<file path="config.mk">
export PLATFORM = sky130hd
export DESIGN_NAME = vram_scanout_flat
export DESIGN_NICKNAME = d
export VERILOG_FILES = /design/src/rtl/vram_scanout_if.sv /design/src/rtl/vram_scanout.sv /design/src/flat_wrapper.sv
export SDC_FILE = /design/constraint.sdc
export NUM_CORES = 1
export LEC_CHECK = 0
export BUFFER_PORTS_ARGS = -buffer_cell sky130_fd_sc_hd__buf_4
export CORE_UTILIZATION = 35
export CTS_CLUSTER_SIZE = 25
export DETAILED_ROUTE_END_ITERATION = 8
export HOLD_SLACK_MARGIN = 0.05
export PLACE_DENSITY = 0.53
export REMOVE_ABC_BUFFERS = 1
export SYNTH_ARGS = -nofsm -noshare
export SYNTH_HDL_FRONTEND = slang
export SYNTH_SLANG_ARGS = --single-unit
export TNS_END_PERCENT = 1
</file>
<file path="constraint.sdc">
create_clock -name i_clk -period 4.6 [get_ports i_clk]
set_input_delay 0.46 -clock i_clk [delete_from_list [all_inputs] [get_ports i_clk]]
set_output_delay 0.46 -clock i_clk [all_outputs]
set_load 0.005 [all_outputs]
</file>
<file path="src/rtl/vram_scanout_if.sv">
// VRAM video-port bundle: read enable and byte address out, read data back.
interface vram_scanout_if #(
    parameter int ADDRESS_WIDTH = 13
);
    logic                     o_mev;
    logic [ADDRESS_WIDTH-1:0] o_adrv;
    logic [7:0]               i_qv;

    modport master (
        output o_mev,
        output o_adrv,
        input  i_qv
    );

    modport slave (
        input  o_mev,
        input  o_adrv,
        output i_qv
    );
endinterface

</file>
<file path="src/rtl/vram_scanout.sv">
// 16-colour VRAM scanout: raster counters, nibble fetch, palette lookup,
// and sync/DE aligned to the two-cycle pixel pipeline.
module vram_scanout #(
    parameter int WIDTH         = 128,
    parameter int HEIGHT        = 128,
    parameter int SCALE         = 2,
    parameter int H_ACTIVE      = 640,
    parameter int H_FP          = 16,
    parameter int H_SYNC        = 96,
    parameter int H_BP          = 48,
    parameter int V_ACTIVE      = 480,
    parameter int V_FP          = 10,
    parameter int V_SYNC        = 2,
    parameter int V_BP          = 33,
    parameter int SYNC_POL      = 0,
    parameter int ADDRESS_WIDTH = $clog2((WIDTH*HEIGHT+1)/2)
) (
    input  logic                  i_clk,
    input  logic                  i_rst,
    vram_scanout_if.master        vram,
    input  logic                  i_pal_we,
    input  logic [3:0]            i_pal_idx,
    input  logic [23:0]           i_pal_rgb,
    output logic [23:0]           o_rgb,
    output logic                  o_de,
    output logic                  o_hsync,
    output logic                  o_vsync,
    output logic                  o_vblank_start
);

    localparam int H_TOTAL = H_ACTIVE + H_FP + H_SYNC + H_BP;
    localparam int V_TOTAL = V_ACTIVE + V_FP + V_SYNC + V_BP;
    localparam int HW      = $clog2(H_TOTAL);
    localparam int VW      = $clog2(V_TOTAL);
    localparam int SSH     = $clog2(SCALE);
    localparam int IW      = ADDRESS_WIDTH + 1;
    localparam logic SP    = (SYNC_POL != 0);

    logic [HW-1:0] h_q, h_d;
    logic [VW-1:0] v_q, v_d;

    logic                     mev_q, mev_d;
    logic [ADDRESS_WIDTH-1:0] adrv_q, adrv_d;
    logic                     act1_q, act1_d;
    logic                     sel1_q, sel1_d;
    logic                     hs1_q, hs1_d;
    logic                     vs1_q, vs1_d;
    logic                     vb1_q, vb1_d;

    logic [23:0] rgb_q, rgb_d;
    logic        de_q, de_d;
    logic        hs_q, hs_d;
    logic        vs_q, vs_d;
    logic        vb_q, vb_d;

    logic [23:0] pal_q [16];
    logic [23:0] pal_d [16];

    logic [31:0]   hx, vx;
    logic          active, in_img;
    logic [IW-1:0] idx;
    logic [3:0]    nib;

    assign hx = 32'(h_q);
    assign vx = 32'(v_q);

    always_comb begin
        h_d = h_q + 1'b1;
        v_d = v_q;
        if (h_q == HW'(H_TOTAL - 1)) begin
            h_d = '0;
            v_d = (v_q == VW'(V_TOTAL - 1)) ? '0 : v_q + 1'b1;
        end
    end

    // Stage 0: position decode and VRAM address issue
    always_comb begin
        active = (hx < H_ACTIVE) && (vx < V_ACTIVE);
        in_img = active && (hx < WIDTH * SCALE) && (vx < HEIGHT * SCALE);
        idx    = IW'(((vx >> SSH) * WIDTH) + (hx >> SSH));
        mev_d  = in_img;
        adrv_d = in_img ? idx[IW-1:1] : adrv_q;
        act1_d = active;
        sel1_d = idx[0];
        hs1_d  = ((hx >= H_ACTIVE + H_FP) &&
                  (hx <  H_ACTIVE + H_FP + H_SYNC)) ? SP : ~SP;
        vs1_d  = ((vx >= V_ACTIVE + V_FP) &&
                  (vx <  V_ACTIVE + V_FP + V_SYNC)) ? SP : ~SP;
        vb1_d  = (hx == 0) && (vx == V_ACTIVE);
    end

    // Stage 1 -> 2: nibble select and palette lookup
    always_comb begin
        nib   = sel1_q ? vram.i_qv[7:4] : vram.i_qv[3:0];
        rgb_d = mev_q ? pal_q[nib] : 24'h000000;
        de_d  = act1_q;
        hs_d  = hs1_q;
        vs_d  = vs1_q;
        vb_d  = vb1_q;
    end

    always_comb begin
        pal_d = pal_q;
        if (i_pal_we) begin
            pal_d[i_pal_idx] = i_pal_rgb;
        end
    end

    always_ff @(posedge i_clk) begin
        if (i_rst) begin
            h_q    <= '0;
            v_q    <= '0;
            mev_q  <= 1'b0;
            adrv_q <= '0;
            act1_q <= 1'b0;
            sel1_q <= 1'b0;
            hs1_q  <= ~SP;
            vs1_q  <= ~SP;
            vb1_q  <= 1'b0;
            rgb_q  <= 24'h000000;
            de_q   <= 1'b0;
            hs_q   <= ~SP;
            vs_q   <= ~SP;
            vb_q   <= 1'b0;
            for (int i = 0; i < 16; i++) begin
                pal_q[i] <= {3{8'(i * 17)}};
            end
        end else begin
            h_q    <= h_d;
            v_q    <= v_d;
            mev_q  <= mev_d;
            adrv_q <= adrv_d;
            act1_q <= act1_d;
            sel1_q <= sel1_d;
            hs1_q  <= hs1_d;
            vs1_q  <= vs1_d;
            vb1_q  <= vb1_d;
            rgb_q  <= rgb_d;
            de_q   <= de_d;
            hs_q   <= hs_d;
            vs_q   <= vs_d;
            vb_q   <= vb_d;
            pal_q  <= pal_d;
        end
    end

    assign vram.o_mev     = mev_q;
    assign vram.o_adrv    = adrv_q;
    assign o_rgb          = rgb_q;
    assign o_de           = de_q;
    assign o_hsync        = hs_q;
    assign o_vsync        = vs_q;
    assign o_vblank_start = vb_q;

endmodule

</file>
<file path="src/flat_wrapper.sv">
// flat-port wrapper written by rule: the top's interface ports become plain ports
module vram_scanout_flat 
#(
    parameter int WIDTH         = 128,
    parameter int HEIGHT        = 128,
    parameter int SCALE         = 2,
    parameter int H_ACTIVE      = 640,
    parameter int H_FP          = 16,
    parameter int H_SYNC        = 96,
    parameter int H_BP          = 48,
    parameter int V_ACTIVE      = 480,
    parameter int V_FP          = 10,
    parameter int V_SYNC        = 2,
    parameter int V_BP          = 33,
    parameter int SYNC_POL      = 0,
    parameter int ADDRESS_WIDTH = $clog2((WIDTH*HEIGHT+1)/2)
)
  (i_clk, i_rst, i_pal_we, i_pal_idx, i_pal_rgb, o_rgb, o_de, o_hsync, o_vsync, o_vblank_start, vram_o_mev, vram_o_adrv, vram_i_qv);
  vram_scanout_if #(.ADDRESS_WIDTH(ADDRESS_WIDTH)) vram_i ();
  input  logic i_clk;
  input  logic i_rst;
  input  logic i_pal_we;
  input  logic [3:0] i_pal_idx;
  input  logic [23:0] i_pal_rgb;
  output logic [23:0] o_rgb;
  output logic o_de;
  output logic o_hsync;
  output logic o_vsync;
  output logic o_vblank_start;
  output wire logic [$bits(vram_i.o_mev)-1:0] vram_o_mev;
  output wire logic [$bits(vram_i.o_adrv)-1:0] vram_o_adrv;
  input wire logic [$bits(vram_i.i_qv)-1:0] vram_i_qv;
  assign vram_o_mev = vram_i.o_mev;
  assign vram_o_adrv = vram_i.o_adrv;
  assign vram_i.i_qv = vram_i_qv;
  vram_scanout #(.WIDTH(WIDTH), .HEIGHT(HEIGHT), .SCALE(SCALE), .H_ACTIVE(H_ACTIVE), .H_FP(H_FP), .H_SYNC(H_SYNC), .H_BP(H_BP), .V_ACTIVE(V_ACTIVE), .V_FP(V_FP), .V_SYNC(V_SYNC), .V_BP(V_BP), .SYNC_POL(SYNC_POL), .ADDRESS_WIDTH(ADDRESS_WIDTH)) u_core (.i_clk(i_clk), .i_rst(i_rst), .vram(vram_i), .i_pal_we(i_pal_we), .i_pal_idx(i_pal_idx), .i_pal_rgb(i_pal_rgb), .o_rgb(o_rgb), .o_de(o_de), .o_hsync(o_hsync), .o_vsync(o_vsync), .o_vblank_start(o_vblank_start));
endmodule
</file>
==> metrics.md <==
| Metric | Value |
|---|---|
| Outcome | `finished, final reports clean` |
| Number of buffers and inverters on the critical path | `1` |
| Least-Margin Pin Slew | `1.327 ns` |
| Crit path arrival time | `3.52 ns` |
| Max Slew Vio Count | `0` |
| Worst path max stage delay | `1.04 ns` |
| Post-synth top area cell | `dfxtp_1` |
| Rows | `86` |
| Reg2Reg Depth | `6` |
| Hold WC Path Type | `input pin to register` |
| First-pass GRT wire length | `102000 µm` |
| Crit path time final | `3.024 ns` |
| Delay-heaviest family, CP | `flip-flops` |
| Share of cells above drive strength 1 | `0.08889` |
| PwrDens | `399.6 nW/µm²` |
| Required time worst endpoint | `5.10 ns` |
| Worst VDD drop | `237.7 µV` |
| R2R setup slack | `1.58 ns` |
| Max-cap violations | `0` |
| Clock buffer count from CTS | `49` |
| Chip width | `238.5 µm` |
| R2R Path End | `u_core.o_rgb[10]` |
| Vias in the first global route | `16890` |
| Hold path depth | `3` |
| Cell count after synthesis | `2681` |
| CP Class | `register to register` |
| WL per Instance | `19.65 µm` |
| RSZ-0062 raised after global routing | `false` |
| Static Leakage | `8.697 nW` |
| Antenna cells | `0` |
| Avg Synthesized Cell Area | `7.300 µm²` |
| Area contributors post-synth | `dfxtp_1 (46%), nand2_1 (22%), nand3b_1 (6.5%)` |
| Worst hold slack | `0.2191 ns` |
| Hold Buf Count CTS | `0` |
| DRT Wirelength | `66880 µm` |
| DRC marker count from the first detailed-route iteration | `1829` |
| Antenna violations before repair | `0` |
| Footprint of the multi-input gates | `9713 µm²` |
| Setup TNS | `0 ns` |
| Std-Cell Core Area | `55200 µm²` |
| Crit path depth | `6` |
| Clock slew at reported path FFs | `0.06 ns` |
| Total gr overflow | `0` |
| Crit. End Element | `register` |
| ANT nets after route | `0` |
| Fmax | `0.3307 GHz` |
| Count of different cell masters after synthesis | `51` |
| Nets | `2663` |
| Crit. Startpoint | `u_core.sel1_q` |
| Power Total | `8.900 mW` |
| GRT Util Overall | `0.2329` |
| Initial core utilization | `0.3545` |
| Cell breakdown of the critical path | `mux2i_4 > buf_4 > nand2_1 > a31oi_1 > nand4_1 > o21ai_1` |
| Crit-path slowest cell | `dfxtp_1` |
| Yosys warning count | `0` |
| Top-area cell type share of the netlist area | `0.4613` |
| DP HPWL | `37390 µm` |
| CTS Sinks | `451` |
| Initial DRT Pass Iterations | `6` |
| Clock buffer depth | `3` |
| Synth Flop Type | `dfxtp_1` |
| Final Hold Fails | `0` |
| Routability Congestion | `0.8076` |
| Vias per std cell | `5.313` |
| Seq/Total Area, Yosys | `0.4613` |
| Clk_skew | `0.01252 ns` |
| Crit-path max FO | `42` |
| Layout area overhead | `13.79%` |
| EDFF count, synth | `0` |
| Post-synth ARST share | `0` |
| Fin crit share | `0.6573` |
| Largest net degree at the start of global routing | `230` |
| Register bit total from synthesis | `451` |
| Final Setup Violations | `0` |
| Synthesized area | `19570 µm²` |
| IO Pins | `81` |
| Sequential cell area | `9029 µm²` |
| Chip height | `238.5 µm` |
| Startpoint types | `register` |
| # DRC | `0` |
| CTS tree | `yes` |
| Crit path capture | `u_core.o_rgb[10]` |
| Port bufs | `80` |
| Clock latency on the worst-skew pair | `0.58 ns` |
| Via count | `18080` |
| H-tree depth | `2` |
| Critical R2R Launch | `u_core.sel1_q` |
| Fill cell count | `5742` |
| Root Driver | `clkbuf_16` |
| Post-CTS setup repair buffer count | `0` |
| # resized after CTS | `0` |
| Relative slew slack | `0.1132` |
| Die area | `56870 µm²` |
[through the flow]
stage          cell area (µm²)  cells    util  worst slack (ns)
2_1_floorplan            18590   2449       -            0.9297
3_3_place_gp             20610   3314  0.3733             1.665
3_5_place_dp             20610   3314  0.3733             1.621
4_1_cts                  22270   3403  0.4034             1.577
5_1_grt                  22270   3403  0.4034             1.380
6_report                 22270   3403  0.4034             1.576
[worst min-delay path by stage]
stage	start	slack (ns)	endpoint
3_3_place_gp	u_core.vs1_q	0.40	u_core.o_vsync
2_1_floorplan	u_core.hs1_q	0.39	u_core.o_hsync
6_report	i_pal_rgb[17]	0.22	u_core.pal_q[161]
3_5_place_dp	u_core.hs1_q	0.40	u_core.o_hsync
4_1_cts	i_pal_rgb[20]	0.19	u_core.pal_q[188]
5_1_grt	i_pal_rgb[17]	0.21	u_core.pal_q[281]
[cells in the mapped netlist, drive strengths merged (4+ instances only)]
master	instances
inv	8
xnor2	4
nand2	1150
a211o	24
a211oi	4
o21ai	26
dfxtp	451
nand4	57
nor3	13
xor2	17
nor2b	29
nor2	37
o32ai	6
nand2b	6
nand3	183
and3	5
nand3b	169
buf	71
a31oi	24
clkbuf	161
a21oi	201
ha	6
[sequential cells by signal, summed over array words and instances, names as in the netlist]
| name | count |
|---|---|
| u_core.o_vblank_start | 1 |
| u_core.o_de | 1 |
| u_core.vram.o_mev | 1 |
| u_core.o_vsync | 1 |
| u_core.act1_q | 1 |
| u_core.v_q | 10 |
| u_core.o_hsync | 1 |
| u_core.vram.o_adrv | 13 |
| u_core.pal_q | 384 |
| u_core.hs1_q | 1 |
| u_core.h_q | 10 |
| u_core.o_rgb | 24 |
| u_core.sel1_q | 1 |
| u_core.vb1_q | 1 |
| u_core.vs1_q | 1 |
[tightest hold or removal path, delay by kind of cell]
kind / cells / cell delay [ns]
compound gates: 1 / 0.05
buf+inv: 1 / 0.17
simple gates: 1 / 0.07
[cells in the final DEF, fill, tap and decap left out, types with 24 or more instances in the layout]
cell	n
nand2_1	1149
dfxtp_1	451
a21oi_1	201
nand3_1	180
nand3b_1	169
buf_4	115
nand4_1	57
clkbuf_16	49
nor2b_1	29
nor2_1	25
a31oi_1	24
o21ai_1	24
a211o_1	24
[metal layers]
layer | share of wire | wire length [µm] | global-route usage
met1 | 0.46 | 30510 | 0.3286
met3 | 0.077 | 5126 | 0.04234
met5 | 0 | 0 | 0
met2 | 0.44 | 29310 | 0.3594
met4 | 0.029 | 1932 | 0.07012
[report_power, final]
| part | internal (mW) | leakage (nW) | switching (mW) |
|---|---|---|---|
| Combinational | 0.242 | 4.21 | 0.533 |
| Clock | 2.44 | 0.827 | 1.65 |
| Sequential | 3.99 | 3.66 | 0.0508 |
[area by class of cell]
class                           count  share of cell area
Tap cell                          748             0.04202
Clock inverter                     15            0.008259
Clock buffer                       74             0.06646
Timing Repair Buffer              117             0.04034
Sequential cell                   451              0.4054
Multi-Input combinational cell   1990              0.4361
Inverter                            8            0.001348
[logic make-up after synthesis]
group | after synthesis | synth area share
XOR/XNOR | 21 | 0.009397
buffers and inverters | 240 | 0.05172
multiplexers | 5 | 0.003133
adder cells (fa/ha/maj) | 7 | 0.004859
flip-flops | 451 | 0.4613
AO/OA/AOI/OAI | 290 | 0.08624
AND/OR/NAND/NOR | 1667 | 0.3833
Power figures use the tool's default switching activity.
